`src/rtl/cache_pkg.sv`:
```
// Shared types and default geometry for the direct-mapped write-back cache.
package cache_pkg;

    localparam int LINE_ADDR_LEN_DEF = 3;
    localparam int SET_ADDR_LEN_DEF  = 2;
    localparam int TAG_ADDR_LEN_DEF  = 6;
    localparam int DATA_W            = 32;

    typedef enum logic [1:0] {
        IDLE       = 2'd0,
        SWAP_OUT   = 2'd1,
        SWAP_IN    = 2'd2,
        SWAP_IN_OK = 2'd3
    } cache_state_e;

    typedef logic [DATA_W-1:0] line_word_t;

endpackage

```
`src/rtl/dm_cache.sv`:
```
// Direct-mapped, write-back, write-allocate cache with zero-latency hits and
// a line-at-a-time swap engine towards a registered-read word memory.
module dm_cache
    import cache_pkg::*;
#(
    parameter int LINE_ADDR_LEN = LINE_ADDR_LEN_DEF,
    parameter int SET_ADDR_LEN  = SET_ADDR_LEN_DEF,
    parameter int TAG_ADDR_LEN  = TAG_ADDR_LEN_DEF
) (
    input  logic                                              clk,
    input  logic                                              rst,
    input  logic                                              rd_req,
    input  logic                                              wr_req,
    input  logic [LINE_ADDR_LEN+SET_ADDR_LEN+TAG_ADDR_LEN-1:0] addr,
    input  logic [DATA_W-1:0]                                 wr_data,
    output logic [DATA_W-1:0]                                 rd_data,
    output logic                                              miss,
    output logic [LINE_ADDR_LEN+SET_ADDR_LEN+TAG_ADDR_LEN-1:0] mem_addr,
    output logic                                              mem_wr_req,
    output logic [DATA_W-1:0]                                 mem_wr_data,
    input  logic [DATA_W-1:0]                                 mem_rd_data
);

    localparam int LINE_SIZE = 1 << LINE_ADDR_LEN;
    localparam int SET_SIZE  = 1 << SET_ADDR_LEN;
    localparam int CNT_W     = LINE_ADDR_LEN + 1;

    logic [TAG_ADDR_LEN-1:0]  req_tag;
    logic [SET_ADDR_LEN-1:0]  req_set;
    logic [LINE_ADDR_LEN-1:0] req_off;

    line_word_t              data_arr [SET_SIZE][LINE_SIZE];
    logic [TAG_ADDR_LEN-1:0] tag_arr  [SET_SIZE];
    logic [SET_SIZE-1:0]     valid;
    logic [SET_SIZE-1:0]     dirty;

    cache_state_e             state;
    cache_state_e             state_nxt;
    logic [CNT_W-1:0]         cnt;
    logic [CNT_W-1:0]         cnt_nxt;
    logic [SET_ADDR_LEN-1:0]  lat_set;
    logic [TAG_ADDR_LEN-1:0]  lat_tag;
    logic [LINE_ADDR_LEN-1:0] word_idx;
    logic [LINE_ADDR_LEN-1:0] cap_idx;
    logic                     hit;
    logic                     last_out;
    logic                     last_in;

    assign {req_tag, req_set, req_off} = addr;

    assign hit  = (state == IDLE) && valid[req_set] && (tag_arr[req_set] == req_tag);
    assign miss = (rd_req | wr_req) & ~hit;

    assign rd_data = data_arr[req_set][req_off];

    // SWAP_IN runs one beat longer than the line: beat n stores the word addressed in beat n-1
    assign word_idx = cnt[LINE_ADDR_LEN-1:0];
    assign cap_idx  = LINE_ADDR_LEN'(cnt - CNT_W'(1));
    assign last_out = (cnt == CNT_W'(LINE_SIZE - 1));
    assign last_in  = (cnt == CNT_W'(LINE_SIZE));

    always_comb begin
        state_nxt   = state;
        mem_wr_req  = 1'b0;
        mem_addr    = addr;
        mem_wr_data = data_arr[lat_set][word_idx];
        case (state)
            IDLE: begin
                if (miss) begin
                    state_nxt = (valid[req_set] && dirty[req_set]) ? SWAP_OUT : SWAP_IN;
                end
            end
            SWAP_OUT: begin
                mem_wr_req = 1'b1;
                mem_addr   = {tag_arr[lat_set], lat_set, word_idx};
                if (last_out) begin
                    state_nxt = SWAP_IN;
                end
            end
            SWAP_IN: begin
                mem_addr = {lat_tag, lat_set, word_idx};
                if (last_in) begin
                    state_nxt = SWAP_IN_OK;
                end
            end
            SWAP_IN_OK: begin
                state_nxt = IDLE;
            end
            default: begin
                state_nxt = IDLE;
            end
        endcase
        cnt_nxt = ((state == IDLE) || (state_nxt != state)) ? '0 : cnt + CNT_W'(1);
    end

    always_ff @(posedge clk or posedge rst) begin
        if (rst) begin
            state <= IDLE;
            cnt   <= '0;
            valid <= '0;
            dirty <= '0;
        end else begin
            state <= state_nxt;
            cnt   <= cnt_nxt;
            if (hit && wr_req) begin
                dirty[req_set] <= 1'b1;
            end
            if (state == SWAP_IN_OK) begin
                valid[lat_set] <= 1'b1;
                dirty[lat_set] <= 1'b0;
            end
        end
    end

    // Storage arrays and the latched miss address carry no reset; valid bits guard them
    always_ff @(posedge clk) begin
        if (state == IDLE && miss) begin
            lat_tag <= req_tag;
            lat_set <= req_set;
        end
        if (hit && wr_req) begin
            data_arr[req_set][req_off] <= wr_data;
        end
        if (state == SWAP_IN && cnt != '0) begin
            data_arr[lat_set][cap_idx] <= mem_rd_data;
        end
        if (state == SWAP_IN_OK) begin
            tag_arr[lat_set] <= lat_tag;
        end
    end

endmodule

```
`config.mk`:
```
export PLATFORM = sky130hd
export DESIGN_NAME = dm_cache
export DESIGN_NICKNAME = d
export VERILOG_FILES = /design/src/rtl/cache_pkg.sv /design/src/rtl/dm_cache.sv
export SDC_FILE = /design/constraint.sdc
export NUM_CORES = 1
export LEC_CHECK = 0
export CAP_MARGIN = 10
export CORE_ASPECT_RATIO = 1.5
export CORE_UTILIZATION = 30
export CTS_BUF_LIST = sky130_fd_sc_hd__clkbuf_16
export CTS_CLUSTER_SIZE = 10
export DETAILED_ROUTE_END_ITERATION = 10
export GPL_ROUTABILITY_DRIVEN = 0
export PLACE_DENSITY_LB_ADDON = 0.1
export SLEW_MARGIN = 20
export SYNTH_ARGS = -nofsm -noshare
export SYNTH_HDL_FRONTEND = slang
export SYNTH_SLANG_ARGS = --single-unit
```
`constraint.sdc`:
```
create_clock -name clk -period 5.48 [get_ports clk]
set_input_delay 0.822 -clock clk [delete_from_list [all_inputs] [get_ports clk]]
set_output_delay 0.822 -clock clk [all_outputs]
set_load 0.02 [all_outputs]
```
==> results.txt <==
----------------------------------------------------
[Detailed routing]
  Iteration count of the initial detailed-routing pass ... 5
  Total vias in the final route ... 26,500
  Final routed DRC violation total ... 0
  Drt initial violations ... 2,417
  Total Routed Length ... 169 mm
  Via density per instance ... 5.73
  Final antenna-violating net count ... 0
  Average routed wire per standard cell ... 36.5 µm

[Final layout]
  Final cell count without fillers ... 4,629
  Area growth from synthesis to layout ... 17.1%
  Utilization of the core after routing ... 0.355
  Net total in the final layout ... 2,570
  Fraction of final layout cells sized beyond drive strength 1 ... 0.383
  Commonest cells after routing, fill and taps aside ... edfxtp_1 (1,056), mux4_2 (585), clkdlybuf4s50_1 (153), a22oi_1 (134), clkbuf_16 (121)
  Leading cell type in the layout, fill and taps excluded ... edfxtp_1

[Synthesis]
  Most used flip-flop cell after synthesis ... edfxtp_1
  FF+latch count, synth ... 1,072
  Number of enable-type register cells in the synthesized netlist ... 1,056
  Number of distinct standard cells referenced by the synthesized netlist ... 48
  Fraction of the yosys area taken by sequential cells ... 0.651
  Synthesized Nets ... 2,347
  Cell area after synthesis ... 0.0493 mm²
  Share of synthesized flip-flops with an asynchronous set or reset ... 0.0131
  Total number of yosys warnings ... 0
  Average cell area after synthesis ... 21.8 µm²
  Cell count after synthesis ... 2,261

[Min path]
  Worst min-delay path category ... in -> async

[Timing]
  Skew final ... 0.0242 ns
  Relative slew slack ... 0.390
  Setup repair after global routing missed its margin ... false
  Setup TNS ... 0 ns
  Tmin final ... 5.03 ns
  Fmax achieved ... 199 MHz
  Final Max Tran Viols ... 0
  Final Worst Setup Slack ... 0.451 ns
  Transition at the pin with the smallest max-transition slack ... 0.915 ns
  Portion of the clock cycle consumed by the worst path in the final layout ... 0.918
  Setup Viol. Count Final ... 0
  Final hold violation count ... 0

[Clock tree]
  Total CTS buffers ... 118
  Clock latency on the worst-skew pair ... 0.76 ns
  Setup repair bufs after CTS ... 0
  CTS sink count ... 1,072
  TritonCTS clock tree ... built
  Count of cells resized by post-cts repair ... 0
  CTS Buffer Depth ... 3
  CTS H-Tree Depth ... 3
  Buffer cell driving the clock tree root ... clkbuf_16
  Clock-pin transition on the worst setup and hold timing paths ... 0.06 ns
  Quantity of hold-fixing buffers added after cts ... 0

[Die]
  Die extent in y ... 498 µm
  IO Count ... 156
  Area of the die ... 0.166 mm²
  Starting Density ... 0.303
  Row count ... 181
  CORE AREA ... 0.163 mm²
  Horizontal die dimension ... 333 µm

[Worst setup path]
  Arrival time at the worst endpoint ... 4.21 ns
  CP max FO ... 30
  Startpoint kind of the worst setup timing path ... flip-flop
  Required time of the critical path ... 4.66 ns
  Critical path start-end classification ... reg -> out
  Setup crit end kind ... primary output

[Global routing]
  Wire length of the first global-routing pass ... 236 mm
  Final global-route overflow total ... 0
  Largest net degree at the start of global routing ... 80
  Via count of the first global-routing pass ... 28,600
  Overall routing resource usage ... 0.206
  Antenna violations before repair ... 5

[Placement]
  Detailed placement HPWL ... 93.7 mm
  Port Buffer Count ... 155
  Pre-CTS setup slack ... 0.723 ns
  Placed Cells incl. Taps ... 4,468

[Status]
  Outcome ... complete, no violations

[Pwr]
  Largest vdd supply drop ... 0.255 mV
  LEAKAGE ... 17.4 nW
  Final total power ... 23.3 mW
  Power per unit of standard cell area ... 404 mW/mm²

[Run]
  # Max-Cap Violations ... 0

----------------------------------------------------
==> layout make-up <==
type / count / area, µm²
Fill cell: 15000 / 105000
Tap cell: 2104 / 2630
Antenna cell: 2 / 5.00
Sequential cell: 1072 / 32100
Timing Repair Buffer: 277 / 2900
Clock inverter: 38 / 173
Clock buffer: 121 / 3030
Multi-Input combinational cell: 1000 / 16800
Inverter: 15 / 61.3
==> flip-flops by register name, indices dropped and copies added, names as in the netlist, named ones only <==
signal,count
tag_arr,24
cnt,4
lat_tag,6
lat_set,2
dirty,4
data_arr,1024
valid,4
state,2
==> synthesized netlist by cell type, types with 2 or more instances <==
master / instances / area, µm²
nor3b_1: 3 / 22.5
dfrtp_1: 14 / 350
dfxtp_1: 2 / 40.0
or2_2: 4 / 25.0
buf_6: 6 / 67.6
nor4_4: 2 / 42.5
xnor2_1: 10 / 87.6
nand3_4: 6 / 105
inv_1: 15 / 56.3
mux2_1: 2 / 22.5
clkbuf_1: 98 / 368
mux2_2: 64 / 721
a22oi_1: 134 / 1010
a21oi_1: 48 / 240
nor3_1: 9 / 45.0
mux4_2: 585 / 13200
nor2_1: 26 / 97.6
nand4_1: 32 / 200
mux2i_1: 5 / 50.1
o22ai_1: 5 / 31.3
buf_4: 11 / 82.6
nand2b_1: 2 / 12.5
o21ai_0: 6 / 30.0
a31oi_1: 2 / 12.5
buf_2: 43 / 215
ha_1: 7 / 87.6
nand3_1: 9 / 45.0
edfxtp_1: 1056 / 31700
nand2_1: 19 / 71.3
nor2b_1: 3 / 18.8
buf_1: 16 / 60.1
==> per-layer routing <==
| layer | wire length (µm) | track usage |
|---|---|---|
| met1 | 67200 | 0.259 |
| met2 | 88900 | 0.365 |
| met3 | 8550 | 0.0301 |
| met4 | 4470 | 0.0616 |
| met5 | 0 | 0 |
==> power breakdown <==
group	leakage, nW	internal (mW)	switching [mW]	total (mW)
clock	1.68	3.87	3.21	7.08
combinational	6.07	3.14	3.38	6.52
sequential	9.68	9.49	0.239	9.73
total	17.4	16.5	6.83	23.3
==> cell families after synthesis <==
| kind of cell | synth area share |
|---|---|
| mux | 0.284 |
| fa+ha+maj | 0.00178 |
| compound gates | 0.0285 |
| simple gates | 0.0149 |
| xor+xnor | 0.00178 |
| flops | 0.651 |
| buf+inv | 0.0172 |
==> final timing paths <==
| path | startpoint | to | slack [ns] | cells past startpoint |
|---|---|---|---|---|
| worst min-delay path | rst | cnt[2] | 0.46 | 2 |
| max in group asynchronous | rst | cnt[1] | 4.59 | 2 |
| worst max register to register | state[0] | data_arr[2][99] | 1.66 | 8 |
| min in group clk | dirty[0] | dirty[0] | 0.51 | 2 |
| worst min register to register | dirty[0] | dirty[0] | 0.51 | 2 |
| worst max-delay path | flip-flop | mem_wr_data[24] | 0.45 | 6 |
==> critical path: stages, from the launching register on <==
cell,delay [ns]
dfxtp_4,0.93
buf_4,0.37
buf_4,0.25
mux4_2,0.54
mux4_2,0.49
mux2_2,0.27
clkdlybuf4s50_1,0.56
==> stage by stage <==
step / instance area, µm² / hold WS, ns
6_report: 57700 / 0.461
5_1_grt: 57700 / 0.502
4_1_cts: 57700 / 0.420
3_5_place_dp: 54500 / 0.491
3_3_place_gp: 54500 / 0.492
2_1_floorplan: 49300 / 0.462
No activity file was read; power rests on OpenSTA's default activity.
